<file path="config.mk">
export PLATFORM = sky130hd
export DESIGN_NAME = acc_activation_drain_flat
export DESIGN_NICKNAME = d
export VERILOG_FILES = /design/src/rtl/acc_activation_drain_if.sv /design/src/rtl/acc_activation_drain.sv /design/src/flat_wrapper.sv
export SDC_FILE = /design/constraint.sdc
export NUM_CORES = 1
export LEC_CHECK = 0
export ABC_CLOCK_PERIOD_IN_PS = 6250
export CELL_PAD_IN_SITES_DETAIL_PLACEMENT = 0
export CELL_PAD_IN_SITES_GLOBAL_PLACEMENT = 1
export CORE_ASPECT_RATIO = 0.9
export CORE_MARGIN = 2
export CORE_UTILIZATION = 43
export CTS_CLUSTER_SIZE = 20
export DETAILED_ROUTE_END_ITERATION = 10
export DONT_BUFFER_PORTS = 1
export GPL_ROUTABILITY_DRIVEN = 0
export PLACE_DENSITY = 0.8
export SKIP_CTS_REPAIR_TIMING = 1
export SYNTH_ARGS = -nofsm -noshare
export SYNTH_HDL_FRONTEND = slang
export SYNTH_SLANG_ARGS = --single-unit
</file>
<file path="constraint.sdc">
create_clock -name clk -period 6.25 [get_ports clk]
set_input_delay 1.25 -clock clk [delete_from_list [all_inputs] [get_ports clk]]
set_output_delay 1.25 -clock clk [all_outputs]
set_load 0.02 [all_outputs]
</file>
<file path="src/rtl/acc_activation_drain_if.sv">
// Unified-buffer write port driven by the activation drain: valid/ready with word index and data.
interface acc_activation_drain_if #(
    parameter int OUT_W = 8
);
    logic             out_valid;
    logic             out_ready;
    logic [2:0]       out_addr;
    logic [OUT_W-1:0] out_data;

    modport master (output out_valid, out_addr, out_data, input out_ready);
    modport slave  (input out_valid, out_addr, out_data, output out_ready);
endinterface

</file>
<file path="src/rtl/acc_activation_drain.sv">
// Snapshots the eight accumulator words on the rising edge of 'full', requantises them
// (optional ReLU, rounding shift, saturation) and streams them out. Macro: ACT_RELU_EN.
module acc_activation_drain #(
    parameter int IN_W  = 16,
    parameter int OUT_W = 8
) (
    input  logic                   clk,
    input  logic                   reset,
    input  logic                   full,
    input  logic signed [IN_W-1:0] acc_mem_0,
    input  logic signed [IN_W-1:0] acc_mem_1,
    input  logic signed [IN_W-1:0] acc_mem_2,
    input  logic signed [IN_W-1:0] acc_mem_3,
    input  logic signed [IN_W-1:0] acc_mem_4,
    input  logic signed [IN_W-1:0] acc_mem_5,
    input  logic signed [IN_W-1:0] acc_mem_6,
    input  logic signed [IN_W-1:0] acc_mem_7,
    input  logic [3:0]             shift,
    acc_activation_drain_if.master wr,
    output logic                   busy,
    output logic                   done,
    output logic                   overrun
);
    typedef enum logic [1:0] {IDLE, SEND, DONE} state_t;

    localparam logic signed [IN_W:0] SAT_MAX = (IN_W+1)'(2**(OUT_W-1) - 1);
    localparam logic signed [IN_W:0] SAT_MIN = ~SAT_MAX;

    state_t                   state, state_nx;
    logic                     full_q;
    logic                     cap_ev;
    logic                     capture;
    logic                     hs;
    logic [2:0]               idx, idx_nx;
    logic [3:0]               sh_q;
    logic [7:0][IN_W-1:0]     acc_in;
    logic [7:0][IN_W-1:0]     cap_buf;

    // One extra bit of headroom so the rounding add can never wrap.
    function automatic logic [OUT_W-1:0] requant(input logic [IN_W-1:0] x, input logic [3:0] sh);
        logic signed [IN_W:0] xe, rnd, t, r;
        logic [OUT_W-1:0]     y;
        xe = {x[IN_W-1], x};
`ifdef ACT_RELU_EN
        if (x[IN_W-1]) xe = '0;
`endif
        rnd = '0;
        if (sh != 4'd0) rnd = (IN_W+1)'(1) << (sh - 4'd1);
        t = xe + rnd;
        r = t >>> sh;
        if (r > SAT_MAX)      y = SAT_MAX[OUT_W-1:0];
        else if (r < SAT_MIN) y = SAT_MIN[OUT_W-1:0];
        else                  y = r[OUT_W-1:0];
        return y;
    endfunction

    assign acc_in = {acc_mem_7, acc_mem_6, acc_mem_5, acc_mem_4,
                     acc_mem_3, acc_mem_2, acc_mem_1, acc_mem_0};
    assign cap_ev = full & ~full_q;
    assign hs     = (state == SEND) & wr.out_ready;

    always_comb begin
        state_nx = state;
        idx_nx   = idx;
        capture  = 1'b0;
        case (state)
            IDLE: if (cap_ev) begin
                capture  = 1'b1;
                idx_nx   = 3'd0;
                state_nx = SEND;
            end
            SEND: if (hs) begin
                if (idx == 3'd7) begin
                    idx_nx   = 3'd0;
                    state_nx = DONE;
                end else begin
                    idx_nx = idx + 3'd1;
                end
            end
            DONE:    state_nx = IDLE;
            default: state_nx = IDLE;
        endcase
    end

    always_ff @(posedge clk) begin
        if (reset) begin
            state   <= IDLE;
            full_q  <= 1'b0;
            idx     <= 3'd0;
            sh_q    <= 4'd0;
            cap_buf <= '0;
            overrun <= 1'b0;
        end else begin
            full_q <= full;
            state  <= state_nx;
            idx    <= idx_nx;
            if (capture) begin
                cap_buf <= acc_in;
                sh_q    <= shift;
            end
            // A fresh edge while a block is still draining is dropped, but remembered.
            if (cap_ev && state != IDLE) overrun <= 1'b1;
        end
    end

    assign wr.out_valid = (state == SEND);
    assign wr.out_addr  = idx;
    assign wr.out_data  = requant(cap_buf[idx], sh_q);
    assign busy         = (state == SEND);
    assign done         = (state == DONE);
endmodule
</file>
<file path="src/flat_wrapper.sv">
// flat-port wrapper written by rule: the top's interface ports become plain ports
module acc_activation_drain_flat 
#(
    parameter int IN_W  = 16,
    parameter int OUT_W = 8
)
  (clk, reset, full, acc_mem_0, acc_mem_1, acc_mem_2, acc_mem_3, acc_mem_4, acc_mem_5, acc_mem_6, acc_mem_7, shift, busy, done, overrun, wr_out_valid, wr_out_addr, wr_out_data, wr_out_ready);
  acc_activation_drain_if #(.OUT_W(OUT_W)) wr_i ();
  input  logic clk;
  input  logic reset;
  input  logic full;
  input  logic signed [IN_W-1:0] acc_mem_0;
  input  logic signed [IN_W-1:0] acc_mem_1;
  input  logic signed [IN_W-1:0] acc_mem_2;
  input  logic signed [IN_W-1:0] acc_mem_3;
  input  logic signed [IN_W-1:0] acc_mem_4;
  input  logic signed [IN_W-1:0] acc_mem_5;
  input  logic signed [IN_W-1:0] acc_mem_6;
  input  logic signed [IN_W-1:0] acc_mem_7;
  input  logic [3:0] shift;
  output logic busy;
  output logic done;
  output logic overrun;
  output wire logic [$bits(wr_i.out_valid)-1:0] wr_out_valid;
  output wire logic [$bits(wr_i.out_addr)-1:0] wr_out_addr;
  output wire logic [$bits(wr_i.out_data)-1:0] wr_out_data;
  input wire logic [$bits(wr_i.out_ready)-1:0] wr_out_ready;
  assign wr_out_valid = wr_i.out_valid;
  assign wr_out_addr = wr_i.out_addr;
  assign wr_out_data = wr_i.out_data;
  assign wr_i.out_ready = wr_out_ready;
  acc_activation_drain #(.IN_W(IN_W), .OUT_W(OUT_W)) u_core (.clk(clk), .reset(reset), .full(full), .acc_mem_0(acc_mem_0), .acc_mem_1(acc_mem_1), .acc_mem_2(acc_mem_2), .acc_mem_3(acc_mem_3), .acc_mem_4(acc_mem_4), .acc_mem_5(acc_mem_5), .acc_mem_6(acc_mem_6), .acc_mem_7(acc_mem_7), .shift(shift), .wr(wr_i), .busy(busy), .done(done), .overrun(overrun));
endmodule
</file>
==> key figures <==
Final layout
  – Fillers: 1651
  – Non-Filler Instances: 1227
  – Ratio of cells with drive above 1 in the final layout: 21.07%
  – Area Overhead vs Synth: 19.22%
  – Final design utilization: 52.72%
  – # diodes: 0
  – Nets: 1130

Min path
  – Hold Path Origin: u_core.cap_buf[113]
  – Worst Hold Class: flip-flop to flip-flop
  – Hold Path Stages: 2

Timing
  – Minimum clock period: 6.210 ns
  – Unrepaired setup endpoints after global routing: true
  – Final setup viols: 0
  – F_max: 0.1610 GHz
  – Max-slew violation count: 0
  – Worst-margin pin slew: 0.9878 ns
  – Rel. slew slack: 34.01%
  – Fin crit share: 99.35%
  – Worst Clk Skew: 0.007061 ns
  – Sum Neg Setup Slack: 0 ns
  – Final Hold Fails: 0
  – Worst setup margin: 0.04038 ns

Yosys
  – Yosys warning count: 0
  – Syn_area_per_cell: 8.008 sq um
  – Syn_nets: 1137
  – Post-Synthesis Cells: 982
  – Asr flop ratio synth: 0%
  – Post-synth EDFFs: 0
  – Synth top area share: 35.39%
  – Top_reg_cell synth: dfxtp_1
  – Yosys reg bits: 139
  – Cell Area, Synth: 0.007864 sq mm
  – Synth cell types: 81
  – Dominant cells by area after synthesis: dfxtp_1, nand2_1, a21oi_1, mux4_2, ha_1
  – Sequential cell area fraction in the yosys report: 35.39%
  – Yosys top cell by area: dfxtp_1

GRT
  – First-pass GRT wire length: 35160 microns
  – Largest net degree at the start of global routing: 140
  – Initial antenna violation count: 0
  – Gr usage total: 22.87%
  – Number of global-route vias before repair: 6472
  – Total grt overflow: 0

Drt
  – Wire per inst: 18.86 microns
  – Post-detailed-route count of antenna-violating nets: 0
  – DRT iter0 DRCs: 721
  – Remaining DRCs: 0
  – First drt pass iteration count: 5
  – Routed wire length: 23150 microns
  – Vias: 7088
  – DR vias/cell: 5.777

Clocking
  – CTS tree: done
  – Clk sinks: 139
  – CTS root buffer: clkbuf_16
  – Clock Tree Buf Depth: 2
  – Clock Pin Slew Worst Setup and Hold Paths: 0.06 ns
  – # H-tree levels: 4
  – CTS Buf Count: 17
  – Clock insertion delay at the later pin of the skew report: 0.42 ns

Power and ir drop
  – Maximum VDD drop: 0.2069 mV
  – PnR Total Power: 2.479 mW
  – LEAKAGE: 3.392 nW
  – PwrDens: 264.4 mW/mm^2

Worst setup path
  – Crit path kind: flip-flop to output pin
  – CP Launch Type: flip-flop
  – Setup crit end kind: output pin
  – Reg2reg path depth: 6
  – Worst Setup SP: u_core.wr.out_addr[0]
  – Data arrival, critical path: 4.96 ns
  – Required time of the critical path: 5.00 ns
  – Crit Path Max Fanout: 7
  – Worst r2r src: u_core.state[0]

Floorplanning
  – I/O pins: 151
  – Die Width: 146.5 microns
  – Total die area: 0.01939 sq mm
  – Die Y: 132.3 microns
  – Core area: 0.01778 sq mm
  – Starting density of the core: 44.22%
  – # rows: 46

Status
  – Status: finished clean

Place
  – DP Cell Count: 1181
  – PortBufs: 0
  – Hpwl dp: 16320 microns
  – Pre-CTS setup slack: 0.1117 ns

Run
  – Max-Cap Viols: 0
[sequential cells by signal, indices dropped and copies added, names as in the netlist]
| signal | flops |
|---|---|
| u_core.wr.out_addr | 3 |
| u_core.overrun | 1 |
| u_core.state | 2 |
| u_core.cap_buf | 128 |
| u_core.sh_q | 4 |
| u_core.full_q | 1 |
[placed cells by master, fill, tap and decap left out, types with 6 or more instances in the layout]
cell | synthesis | final
mux2i_1 | 10 | 8
a21oi_2 | 3 | 8
a21oi_1 | 162 | 153
ha_4 | 0 | 8
buf_4 | 1 | 40
clkbuf_16 | 0 | 19
nor2_1 | 46 | 44
mux2_2 | 16 | 11
a211oi_1 | 6 | 6
inv_1 | 12 | 11
nand2_1 | 302 | 302
nor3_1 | 8 | 7
o21ai_0 | 17 | 16
nand3_1 | 9 | 7
a21o_1 | 13 | 9
nor2b_1 | 6 | 6
dfxtp_1 | 139 | 137
mux4_2 | 35 | 35
[path summary, 6_finish.rpt]
| kind | to | slack [ns] |
|---|---|---|
| max | wr_out_data[5] | 0.04 |
| min | u_core.cap_buf[113] | 0.45 |
| max reg2reg | u_core.cap_buf[1] | 4.10 |
| min reg2reg | u_core.cap_buf[113] | 0.45 |
[Yosys cell counts (all sizes together) (4+ instances only)]
library cell,count
inv,12
xnor2,4
nand2,302
a31oi,4
mux2i,11
and2,5
a211oi,7
mux4,35
o211ai,5
a21oi,166
a21o,14
o21ai,22
nor4b,4
nand3,9
dfxtp,139
nor2,46
nor3,8
ha,18
buf,25
clkbuf,48
nor2b,8
o31ai,4
mux2,17
nand2b,5
[where the power goes]
group          leakage [nW]  total (mW)  switching [mW]  internal [mW]
registers              1.14       0.975          0.0362          0.939
clock network         0.301        1.08           0.398          0.683
logic                  1.95       0.424           0.245          0.179
total                  3.39        2.48           0.679           1.80
[worst max-delay path: stages, from the launching register on]
cell and delay, ns:
dfxtp_4 0.43, buf_6 0.15, buf_4 0.11, mux4_2 0.53, mux2_4 0.28, ha_2 0.20
inv_2 0.06, fa_2 0.21, nand2b_4 0.13, a21o_4 0.17, a21oi_4 0.08, nor4b_4 0.24
buf_4 0.18, nor2_4 0.06, mux2_4 0.31, o41a_1 0.40, a32o_2 0.25, o31ai_4 0.42
o21ai_1 0.14, buf_4 0.18
[metal layers]
| metal | wire, microns | global-route usage (%) |
|---|---|---|
| met5 | 0 | 0 |
| met4 | 256 | 4.693 |
| met3 | 1254 | 4.221 |
| met2 | 10740 | 35.69 |
| met1 | 10900 | 33.24 |
[logic make-up after synthesis]
| logic type | share of synthesized area (%) |
|---|---|
| flops | 35.39 |
| buf+inv | 4.407 |
| compound gates | 20.73 |
| simple gates | 21.38 |
| fa+ha+maj | 3.119 |
| xor+xnor | 0.9071 |
| mux | 14.02 |
| other cells | 0.04769 |
[layout make-up]
type / count / area [sq um] / area share, %
multi-input combinational: 756 / 5160 / 55.04
clock inverter: 12 / 187.7 / 2.002
tap: 240 / 300.3 / 3.203
clock buffer: 19 / 442.9 / 4.724
inverter: 14 / 55.05 / 0.5872
sequential: 139 / 2788 / 29.73
timing repair buffer: 47 / 441.7 / 4.711
[through the flow]
stage          hold WS [ns]  instance area, sq um
2_1_floorplan        0.4331                  7868
4_1_cts              0.4453                  8801
3_5_place_dp         0.4373                  8170
6_report             0.4451                  9375
3_3_place_gp         0.4346                  8170
5_1_grt              0.4593                  9375
(Power assumes the default switching activity.)
